===== config.mk =====
export PLATFORM = sky130hd
export DESIGN_NAME = fifo_uart_tx_amisha
export DESIGN_NICKNAME = d
export VERILOG_FILES = /design/src/rtl/fifo_uart_tx_amisha.sv
export SDC_FILE = /design/constraint.sdc
export NUM_CORES = 1
export LEC_CHECK = 0
export ABC_AREA = 0
export BUFFER_PORTS_ARGS = -buffer_cell sky130_fd_sc_hd__buf_2
export CAP_MARGIN = 20
export CORE_MARGIN = 4
export CORE_UTILIZATION = 40
export CTS_BUF_LIST = sky130_fd_sc_hd__clkbuf_16
export CTS_CLUSTER_DIAMETER = 80
export DETAILED_ROUTE_END_ITERATION = 7
export PLACE_DENSITY = 0.59
export REMOVE_ABC_BUFFERS = 1
export SYNTH_ARGS = -nofsm -noshare
export SYNTH_HDL_FRONTEND = slang
export SYNTH_SLANG_ARGS = --single-unit

===== constraint.sdc =====
create_clock -name clk_amisha -period 1.89 [get_ports clk_amisha]
set_input_delay 0.0945 -clock clk_amisha [delete_from_list [all_inputs] [get_ports clk_amisha]]
set_output_delay 0.0945 -clock clk_amisha [all_outputs]
set_load 0.05 [all_outputs]

===== src/rtl/fifo_uart_tx_amisha.sv =====
// UART transmitter that drains a byte FIFO: pops one word per frame and shifts it
// out as start bit, DBIT data bits LSB-first, then STOP_BITS stop bits.
module fifo_uart_tx_amisha #(
  parameter int DBIT_amisha         = 8,
  parameter int CLKS_PER_BIT_amisha = 16,
  parameter int STOP_BITS_amisha    = 1
) (
  input  logic                   clk_amisha,
  input  logic                   reset_amisha,
  input  logic                   tx_en_amisha,
  input  logic                   fifo_empty_amisha,
  input  logic [DBIT_amisha-1:0] fifo_r_data_amisha,
  output logic                   fifo_rd_amisha,
  output logic                   tx_amisha,
  output logic                   busy_amisha,
  output logic                   done_tick_amisha
);

  localparam int TW = (CLKS_PER_BIT_amisha > 2) ? $clog2(CLKS_PER_BIT_amisha) : 1;
  localparam int IW = (DBIT_amisha > 2) ? $clog2(DBIT_amisha) : 1;
  localparam logic [TW-1:0] TICK_LAST = TW'(CLKS_PER_BIT_amisha - 1);
  localparam logic [IW-1:0] BIT_LAST  = IW'(DBIT_amisha - 1);
  localparam logic [IW-1:0] STOP_LAST = IW'(STOP_BITS_amisha - 1);

  typedef enum logic [1:0] {IDLE, START, DATA, STOP} state_t;

  state_t                 state_q, state_d;
  logic [TW-1:0]          tick_q, tick_d;
  logic [IW-1:0]          idx_q, idx_d;
  logic [DBIT_amisha-1:0] shift_q, shift_d;
  logic                   tx_q, tx_d;
  logic                   busy_q, busy_d;
  logic                   done_q, done_d;
  logic                   pop;

  // Gated by reset so a pop can never coincide with a reset edge.
  assign pop            = (state_q == IDLE) & tx_en_amisha & ~fifo_empty_amisha & reset_amisha;
  assign fifo_rd_amisha = pop;
  assign tx_amisha        = tx_q;
  assign busy_amisha      = busy_q;
  assign done_tick_amisha = done_q;

  always_ff @(posedge clk_amisha) begin
    if (!reset_amisha) begin
      state_q <= IDLE;
      tick_q  <= '0;
      idx_q   <= '0;
      shift_q <= '0;
      tx_q    <= 1'b1;
      busy_q  <= 1'b0;
      done_q  <= 1'b0;
    end else begin
      state_q <= state_d;
      tick_q  <= tick_d;
      idx_q   <= idx_d;
      shift_q <= shift_d;
      tx_q    <= tx_d;
      busy_q  <= busy_d;
      done_q  <= done_d;
    end
  end

  always_comb begin
    state_d = state_q;
    tick_d  = tick_q;
    idx_d   = idx_q;
    shift_d = shift_q;
    unique case (state_q)
      IDLE: begin
        if (pop) begin
          state_d = START;
          shift_d = fifo_r_data_amisha;
          tick_d  = '0;
          idx_d   = '0;
        end
      end
      START: begin
        if (tick_q == TICK_LAST) begin
          state_d = DATA;
          tick_d  = '0;
          idx_d   = '0;
        end else begin
          tick_d = tick_q + TW'(1);
        end
      end
      DATA: begin
        if (tick_q == TICK_LAST) begin
          tick_d  = '0;
          shift_d = shift_q >> 1;
          if (idx_q == BIT_LAST) begin
            state_d = STOP;
            idx_d   = '0;
          end else begin
            idx_d = idx_q + IW'(1);
          end
        end else begin
          tick_d = tick_q + TW'(1);
        end
      end
      STOP: begin
        // idx counts stop-bit periods here so the tick counter stays one bit period wide.
        if (tick_q == TICK_LAST) begin
          tick_d = '0;
          if (idx_q == STOP_LAST) begin
            state_d = IDLE;
            idx_d   = '0;
          end else begin
            idx_d = idx_q + IW'(1);
          end
        end else begin
          tick_d = tick_q + TW'(1);
        end
      end
      default: state_d = IDLE;
    endcase
  end

  // Outputs are derived from the next state so the registered copies line up with state_q.
  always_comb begin
    tx_d   = 1'b1;
    busy_d = (state_d != IDLE);
    done_d = (state_d == STOP) && (tick_d == TICK_LAST) && (idx_d == STOP_LAST);
    if (state_d == START) begin
      tx_d = 1'b0;
    end else if (state_d == DATA) begin
      tx_d = shift_d[0];
    end
  end

endmodule


==> flow_summary.toml, run 1 <==
[global_routing]
grt_pass1_vias = 923
overflow = 0
grt_max_degree = 18
antenna_found_initial = 0
grt_util_all_layers_pct = 14.3
grt_pass1_wl_um = 3860

[synth]
avgSynthCellArea_sq_um = 8.85
ys_seq_area_share_pct = 38.6
syn_inst = 117
ys_async_sr_fraction_pct = 0
yosys.area.top_type = "dfxtp_1"
synth_area_leaders = "dfxtp_1, a21oi_1, a22oi_1, ha_1, nand2_1"
ys_ff_latch = 20
netlist_area_sq_mm = 0.00104
yosysTopAreaCellShare_pct = 38.6
synth_edf_count = 0
yosys_warnings = 0
synth_flop_cell = "dfxtp_1"
ys_types = 37

[detailed_routing]
dr.pass1.iters = 4
wl_um = 2160
drt-initial-drc-count = 28
vias = 917
drc = 0
postRouteAntennaNets = 0
routedWlPerCell_um = 12.9
via_per_inst = 5.49

[floorplan]
ioPinCount = 16
rows = 18
core_sq_mm = 0.00248
dieArea_sq_mm = 0.00347
die_x_um = 58.9
start_util_pct = 41.8
die_y_um = 58.9

[layout]
final_cell_mix = "dfxtp_1, buf_2, a21oi_1"
final_cells = 167
area_growth_syn_to_layout_pct = 23.8
drive_above_1_share_pct = 27.0
nFillCells = 239
finalNetCount = 154
final_common_cell = "dfxtp_1"
diodes = 0
multi_input_area_sq_um = 598
seq_area_sq_um = 403

[setup_path]
cp.depth = 7
required_ps = 2060
crit_chain = "ha_4, buf_4, nand3_4, a22o_1, a221oi_2, o2111ai_2, nor4_2"
critical_path_class = "reg2reg"
critPathCapture = "done_tick_amisha"
crit_start = "tick_q[0]"
path_buf_inv = 1
r2r_end = "done_tick_amisha"
critPathSlowestCell = "dfxtp_1"
r2r_slack_ps = 110
crit_path_end_kind = "flip-flop"
worst_path_dominant_cell_family = "compound AO/OA/AOI/OAI gates"
worstRegToRegCells = 7
worstSetupStartpointType = "flip-flop"
worstPathMaxFanout = 7
r2r_start = "tick_q[0]"
worstPathArrival_ps = 1940
slowest_delay_ps = 370

[sta]
fin_crit_ps = 1780
fmax_mhz = 563
grt_setup_unrepaired = "false"
setup_ws_ps = 114
hold_viol_final = 0
skew_ps = 3.18
maxSlewViolCount = 0
setup_viol = 0
period_share_pct = 94.0
worst_pin_slew_ps = 495
hold_ws_ps = 105
relSlewSlack_pct = 66.9

[power]
p_clk_share_pct = 52.2
power_density_mw_per_mm2 = 855
p_int_w = 0.000886
p_leak_nw = 0.493
switchingPower_w = 0.000210
combPwrFrac_pct = 7.8
switching_share_pct = 19.2
vdd_drop_max_uv = 542
power_frac_seq_pct = 40.0

[cts]
cts-root-buf = "clkbuf_16"
htree_levels = 1
tritoncts = "yes"
numClockSinks = 20
numCtsBuffers = 3
max-clock-path-buffers = 2
cts_post_setup_buffers_inserted = 0
clkSlewWorstSetupHoldPaths_ps = 60
worstSkewPairLatency_ps = 250

[worst_hold_path]
min_path_type = "in2reg"

[status]
status = "finished, final reports clean"

[place]
dp_slack_ps = 12.9
gp_congestion = 0.847
portBuffers = 15
dp_hpwl_um = 1640
placed_cells = 163

[flow_run]
max-cap-violations = 0
worst register-to-register path: stages (launching register included):
cell	delay, ps
dfxtp_1	370
ha_4	170
buf_4	140
nand3_4	120
a22o_1	230
a221oi_2	320
o2111ai_2	180
nor4_2	150
final cells by class:
class | instances | area share, %
clock inverter | 1 | 2.34
timing repair buffer | 21 | 9.37
sequential | 20 | 31.4
tap | 30 | 2.93
multi-input combinational | 87 | 46.6
inverter | 5 | 1.46
clock buffer | 3 | 5.85
power groups by stage:
| stage | clock [W] | sequential [W] | combinational (W) |
|---|---|---|---|
| after floorplan | 0 | 0.000457 | 0.0000420 |
| after global placement | 0 | 0.000446 | 0.0000845 |
| after detailed placement | 0 | 0.000447 | 0.0000855 |
| after CTS | 0.000587 | 0.000437 | 0.0000856 |
| after global routing | 0.000604 | 0.000439 | 0.0000965 |
| final | 0.000572 | 0.000438 | 0.0000859 |
state kept, by name (all words and copies together), names as in the netlist:
| signal | flops |
|---|---|
| state_q | 2 |
| busy_amisha | 1 |
| idx_q | 3 |
| tx_amisha | 1 |
| tick_q | 4 |
| done_tick_amisha | 1 |
| shift_q | 8 |
Yosys cell counts (2+ instances only):
master     count
ha_1           4
o2111ai_1      2
dfxtp_1       20
nor2_1        11
a221oi_2       2
a21oi_1       13
nand3_1        3
o21a_1         3
nor3_1         5
inv_1          4
nand3b_1       2
nand2_1       12
nand2b_1       3
buf_4          2
a22o_1         2
a22oi_1        8
logic make-up (layout without fill, tap and decap cells):
group / Yosys count / after routing / synth area share [%]
and+or+nand+nor: 46 / 46 / 25.0
buffers and inverters: 10 / 30 / 5.43
muxes: 2 / 2 / 2.05
DFF: 20 / 20 / 38.6
AOI/OAI and AO/OA: 35 / 35 / 24.0
adders and majority gates: 4 / 4 / 4.83
routing by layer:
layer	routed length, um	track usage, %	vias up
met5	0	0	-
met2	1070	23.8	10
met4	9	6.15	0
li1	-	-	473
met3	49	3.95	2
met1	1030	17.2	432
worst min-delay path by stage:
stage	start	end	slack [ps]	depth (start not counted)
after floorplan	reset_amisha	tick_q[0]	210	1
after global placement	fifo_r_data_amisha[7]	shift_q[7]	340	3
after detailed placement	fifo_r_data_amisha[7]	shift_q[7]	370	3
after CTS	fifo_r_data_amisha[7]	shift_q[7]	100	3
after global routing	reset_amisha	tick_q[0]	120	2
final	fifo_r_data_amisha[7]	shift_q[7]	110	3
timing repair:
| item | CTS | global route |
|---|---|---|
| hold buffers | 0 | 0 |
| endpoints found under the setup margin | 0 | 2 |
| hold endpoints to repair | 0 | 0 |
| gates resized for setup | 0 | 5 |
stage by stage:
step	util, %	setup TNS (ps)	cell area (sq um)	power [W]
finish	51.8	0	1280	0.00110
floorplan	-	-4550	998	0.000499
detailed placement	46.7	0	1160	0.000532
global placement	46.7	0	1160	0.000531
CTS	50.9	0	1260	0.00111
global route	51.8	0	1280	0.00114
Power figures use the tool's default switching activity.
==> run 2: changes to the inputs <==
--- a/config.mk
+++ b/config.mk
@@ -9,11 +9,12 @@
 export BUFFER_PORTS_ARGS = -buffer_cell sky130_fd_sc_hd__buf_2
 export CAP_MARGIN = 20
 export CORE_MARGIN = 4
-export CORE_UTILIZATION = 40
-export CTS_BUF_LIST = sky130_fd_sc_hd__clkbuf_16
+export CORE_UTILIZATION = 52
+export CTS_BUF_LIST = sky130_fd_sc_hd__clkbuf_8
 export CTS_CLUSTER_DIAMETER = 80
 export DETAILED_ROUTE_END_ITERATION = 7
-export PLACE_DENSITY = 0.59
+export MAX_ROUTING_LAYER = met4
+export PLACE_DENSITY = 0.74
 export REMOVE_ABC_BUFFERS = 1
 export SYNTH_ARGS = -nofsm -noshare
 export SYNTH_HDL_FRONTEND = slang
==> run 2 against run 1 <==
Compared with the run above:
- total power down 13%
- routed wire length rose by 1.7%
- clock-buffer cell count unchanged
- largest cell class unchanged
- clock power fell by 26%
- register-to-register slack about the same
- non-clock buffer count decreased by 1
- maximum frequency grew 0.29%
- final cell count is 3.6% lower
- utilization up 17 points
- combinational power down 3.3%
- setup slack better by 5.2 ps
- sequential power barely moved
==> flow_summary.toml, run 2 (synthesized netlist as in run 1, its figures left out) <==
[sta]
fmax_mhz = 565
setup_viol = 0
grt_setup_unrepaired = "false"
worst_pin_slew_ps = 460
skew_ps = 7.41
hold_viol_final = 0
maxSlewViolCount = 0
fin_crit_ps = 1770
period_share_pct = 93.7
relSlewSlack_pct = 69.3

[layout]
multi_input_area_sq_um = 597
nFillCells = 168
final_cell_mix = "dfxtp_1, buf_2, a21oi_1"
area_growth_syn_to_layout_pct = 19.0
final_common_cell = "dfxtp_1"
largest-register = "shift_q"
diodes = 0
drive_above_1_share_pct = 26.5
finalNetCount = 153
reg.largest.list = "shift_q: 8 flops, tick_q: 4 flops, idx_q: 3 flops"
seq_area_sq_um = 402
postLayoutCoreUtil_pct = 68.4
largest_reg_flops = 8
fin_area_sq_mm = 0.00123

[cts]
worstSkewPairLatency_ps = 260
clkSlewWorstSetupHoldPaths_ps = 80
htree_levels = 1
numClockSinks = 20
max-clock-path-buffers = 2
cts-root-buf = "clkbuf_8"
numCtsBuffers = 3
cts_post_setup_buffers_inserted = 0
tritoncts = "yes"

[power]
vdd_drop_max_uv = 682
p_leak_nw = 0.472
power_density_mw_per_mm2 = 770
p_int_w = 0.000747
p_clk_share_pct = 44.8
switchingPower_w = 0.000202
switching_share_pct = 21.3
combPwrFrac_pct = 8.8
power_frac_seq_pct = 46.4

[detailed_routing]
postRouteAntennaNets = 0
drc = 0
via_per_inst = 5.86
dr.pass1.iters = 4
drt-initial-drc-count = 29
routedWlPerCell_um = 13.7
wl_um = 2200
vias = 943

[floorplan]
start_util_pct = 57.5
die_y_um = 52.6
core_sq_mm = 0.00180
dieArea_sq_mm = 0.00277
die_x_um = 52.6
rows = 15
ioPinCount = 16

[place]
dpl_cell_area_sq_mm = 0.00114
portBuffers = 15
gp_congestion = 0.902
dp_hpwl_um = 1630

[setup_path]
worst_path_dominant_cell_family = "compound AO/OA/AOI/OAI gates"
critical_path_class = "reg2reg"
slowest_delay_ps = 390
worstPathMaxFanout = 8
crit_path_end_kind = "flip-flop"
crit_chain = "ha_4, and3_4, mux2_2, a22oi_1, o2111ai_1, nor4_2"
worstSetupStartpointType = "flip-flop"
worstPathArrival_ps = 1950
required_ps = 2070
path_buf_inv = 0
crit_start = "tick_q[1]"
r2r_start = "tick_q[1]"
critPathSlowestCell = "dfxtp_1"

[flow_run]
max-cap-violations = 0

[status]
status = "finished, final reports clean"

[global_routing]
antenna_found_initial = 0
grt_pass1_wl_um = 3880
overflow = 0
grt_pass1_vias = 876
grt_util_all_layers_pct = 19.1
grt_max_degree = 18

[worst_hold_path]
min_path_type = "in2reg"
hold_start = "fifo_r_data_amisha[4]"
run 2: final timing paths:
check                     end  slack (ps)  depth (start not counted)
max          done_tick_amisha         120                          6
min                shift_q[4]         120                          3
max reg2reg  done_tick_amisha         120                          6
min reg2reg        shift_q[4]         460                          2
run 2: layer usage:
layer	track usage [%]	part of all wire, %
met4	4.68	0.73
met2	30.0	48
met5	-	0
met1	25.3	45
met3	3.70	6.2
run 2: worst min-delay path, cell delays in order:
cell and delay, ps:
buf_2 70, a22oi_1 60, a21oi_1 110
run 2: through the flow:
step	TNS, ps	hold slack, ps	setup slack [ps]	instances	total power (W)
floorplan	-4550	212	-564	112	0.000499
finish	0	117	119	161	0.000948
detailed placement	0	389	16.5	157	0.000530
CTS	0	116	11.7	161	0.000956
global placement	0	349	80.8	157	0.000529
global route	0	129	12.2	161	0.000987
run 2: timing repair:
action	CTS	global route
hold buffers	0	0
gates resized for setup	0	5
endpoints found under the setup margin	0	11
run 2: power by group through the flow:
stage / Combinational [W] / Clock [W] / Sequential, W
floorplan: 0.0000420 / 0 / 0.000457
global placement: 0.0000796 / 0 / 0.000449
detailed placement: 0.0000812 / 0 / 0.000449
CTS: 0.0000817 / 0.000434 / 0.000439
global route: 0.0000922 / 0.000453 / 0.000442
finish: 0.0000831 / 0.000425 / 0.000440
run 2: area by class of cell:
type | count | share of cell area (%)
clock buffers | 3 | 3.35
inverters | 5 | 1.52
multi-input cells | 87 | 48.4
clock inverters | 1 | 2.44
well taps | 25 | 2.54
flip-flops and latches | 20 | 32.6
repair buffers | 20 | 9.14
==> run 3: changes to the inputs <==
--- a/config.mk
+++ b/config.mk
@@ -7,15 +7,13 @@
 export LEC_CHECK = 0
 export ABC_AREA = 0
 export BUFFER_PORTS_ARGS = -buffer_cell sky130_fd_sc_hd__buf_2
-export CAP_MARGIN = 20
-export CORE_MARGIN = 4
+export CORE_MARGIN = 2
 export CORE_UTILIZATION = 52
 export CTS_BUF_LIST = sky130_fd_sc_hd__clkbuf_8
 export CTS_CLUSTER_DIAMETER = 80
 export DETAILED_ROUTE_END_ITERATION = 7
 export MAX_ROUTING_LAYER = met4
 export PLACE_DENSITY = 0.74
-export REMOVE_ABC_BUFFERS = 1
 export SYNTH_ARGS = -nofsm -noshare
 export SYNTH_HDL_FRONTEND = slang
 export SYNTH_SLANG_ARGS = --single-unit
==> run 3 against run 2 <==
Compared with the run above:
- routed wire length increased by 0.55%
- die area decreased by 15%
- total power grew 0.73%
- via count increased by 1.5%
==> flow_summary.toml, run 3 (synthesized netlist as in run 1, its figures left out) <==
[detailed_routing]
drc = 0
dr.pass1.iters = 4
via_per_inst = 5.80
wl_um = 2210
routedWlPerCell_um = 13.4
drt-initial-drc-count = 20
postRouteAntennaNets = 0
vias = 957

[setup_path]
worstRegToRegCells = 6
required_ps = 2060
r2r_start = "tick_q[0]"
r2r_slack_ps = 80
critical_path_class = "reg2reg"
crit_path_end_kind = "flip-flop"
worstSetupStartpointType = "flip-flop"
r2r_end = "done_tick_amisha"
worstPathArrival_ps = 1980
worstPathMaxFanout = 6

[sta]
setup_viol = 0
setup_tns_ps = 0
period_share_pct = 95.9
relSlewSlack_pct = 74.7
skew_ps = 1.48
worst_pin_slew_ps = 368
maxSlewViolCount = 0
fin_crit_ps = 1810
grt_setup_unrepaired = "false"
fmax_mhz = 552
hold_viol_final = 0

[flow_run]
max-cap-violations = 0

[place]
gp_congestion = 0.845
dp_hpwl_um = 1630
portBuffers = 15

[floorplan]
die_y_um = 48.6
dieArea_sq_mm = 0.00237
start_util_pct = 53.9
die_x_um = 48.6
rows = 16
core_sq_mm = 0.00192
ioPinCount = 16

[layout]
diodes = 0
final_common_cell = "dfxtp_1"
drive_above_1_share_pct = 26.8
postLayoutCoreUtil_pct = 64.4
largest_reg_flops = 8
area_growth_syn_to_layout_pct = 19.4
largest-register = "shift_q"
final_cell_mix = "dfxtp_1, buf_2, a21oi_1"
reg.largest.list = "shift_q: 8 flops, tick_q: 4 flops, idx_q: 3 flops"
finalNetCount = 155

[global_routing]
grt_pass1_wl_um = 3640
grt_pass1_vias = 819
overflow = 0
grt_max_degree = 18
grt_util_all_layers_pct = 20.1
antenna_found_initial = 0

[cts]
numCtsBuffers = 3
cts-root-buf = "clkbuf_8"
cts_resized = 0
ctsHoldBuffers = 0
tritoncts = "yes"
htree_levels = 1
max-clock-path-buffers = 2
worstSkewPairLatency_ps = 260
clkSlewWorstSetupHoldPaths_ps = 70
numClockSinks = 20
cts_post_setup_buffers_inserted = 0

[power]
p_int_w = 0.000750
switching_share_pct = 21.5
switchingPower_w = 0.000206
power_frac_seq_pct = 46.1
p_leak_nw = 0.480
p_clk_share_pct = 44.8
power_density_mw_per_mm2 = 772
vdd_drop_max_uv = 679
power_w = 0.000955
combPwrFrac_pct = 9.1

[worst_hold_path]
min_path_type = "in2reg"
whs_path_depth = 3
min_to = "shift_q[7]"
hold_start = "fifo_r_data_amisha[7]"

[synth]
syn_nets = 133

[status]
status = "finished, final reports clean"
==> run 3: changes by cell type in the layout (fill, tap and decap cells not counted) <==
cell    before  now
ha_4         1    0
nor2_1       9   10
nor2_2       3    2
ha_2         0    1
buf_4        5    7
==> run 3: metrics by stage <==
stage	hold WS, ps	cell area [sq um]	setup slack, ps	instances
finish	81.7	1240	77.2	165
global route	104	1240	8.04	165
CTS	88.7	1230	10.6	165
detailed placement	360	1160	31.5	161
global placement	349	1160	136	161
floorplan	212	1040	103	117
==> run 3: layer usage <==
| layer | share of wire [%] | routed length, um | vias up | global-route usage [%] |
|---|---|---|---|---|
| met5 | 0 | 0 | - | - |
| met3 | 3.3 | 72 | 4 | 4.01 |
| met2 | 48 | 1060 | 21 | 30.8 |
| met4 | 1.0 | 23 | 0 | 8.10 |
| met1 | 48 | 1060 | 458 | 26.0 |
| li1 | - | - | 474 | - |
==> run 3: critical path, cell delays in order (launching register included) <==
cell	delay, ps
dfxtp_1	360
ha_2	260
and3_4	210
mux2_2	330
a22oi_1	240
o2111ai_1	160
nor4_2	170
==> run 3: how the worst max path moves through the flow <==
stage / start / endpoint
2_1_floorplan: tick_q[0] / done_tick_amisha
3_3_place_gp: tick_q[1] / done_tick_amisha
3_5_place_dp: tick_q[1] / done_tick_amisha
4_1_cts: tick_q[0] / done_tick_amisha
5_1_grt: tick_q[0] / done_tick_amisha
6_report: tick_q[0] / done_tick_amisha
==> run 3: cell type report <==
type	count	area (sq um)
Inverter	5	18.8
Sequential cell	20	402
Clock inverter	1	30.0
Multi-Input combinational cell	87	584
Timing Repair Buffer	22	128
Clock buffer	3	41.3
Tap cell	27	33.8
Fill cell	178	684
==> run 3: power by group through the flow <==
stage / Clock (W) / Sequential (W) / Combinational, W
final: 0.000428 / 0.000440 / 0.0000866
after global routing: 0.000450 / 0.000442 / 0.0000950
after CTS: 0.000432 / 0.000440 / 0.0000861
after detailed placement: 0 / 0.000449 / 0.0000853
after global placement: 0 / 0.000449 / 0.0000833
after floorplan: 0 / 0.000454 / 0.0000493
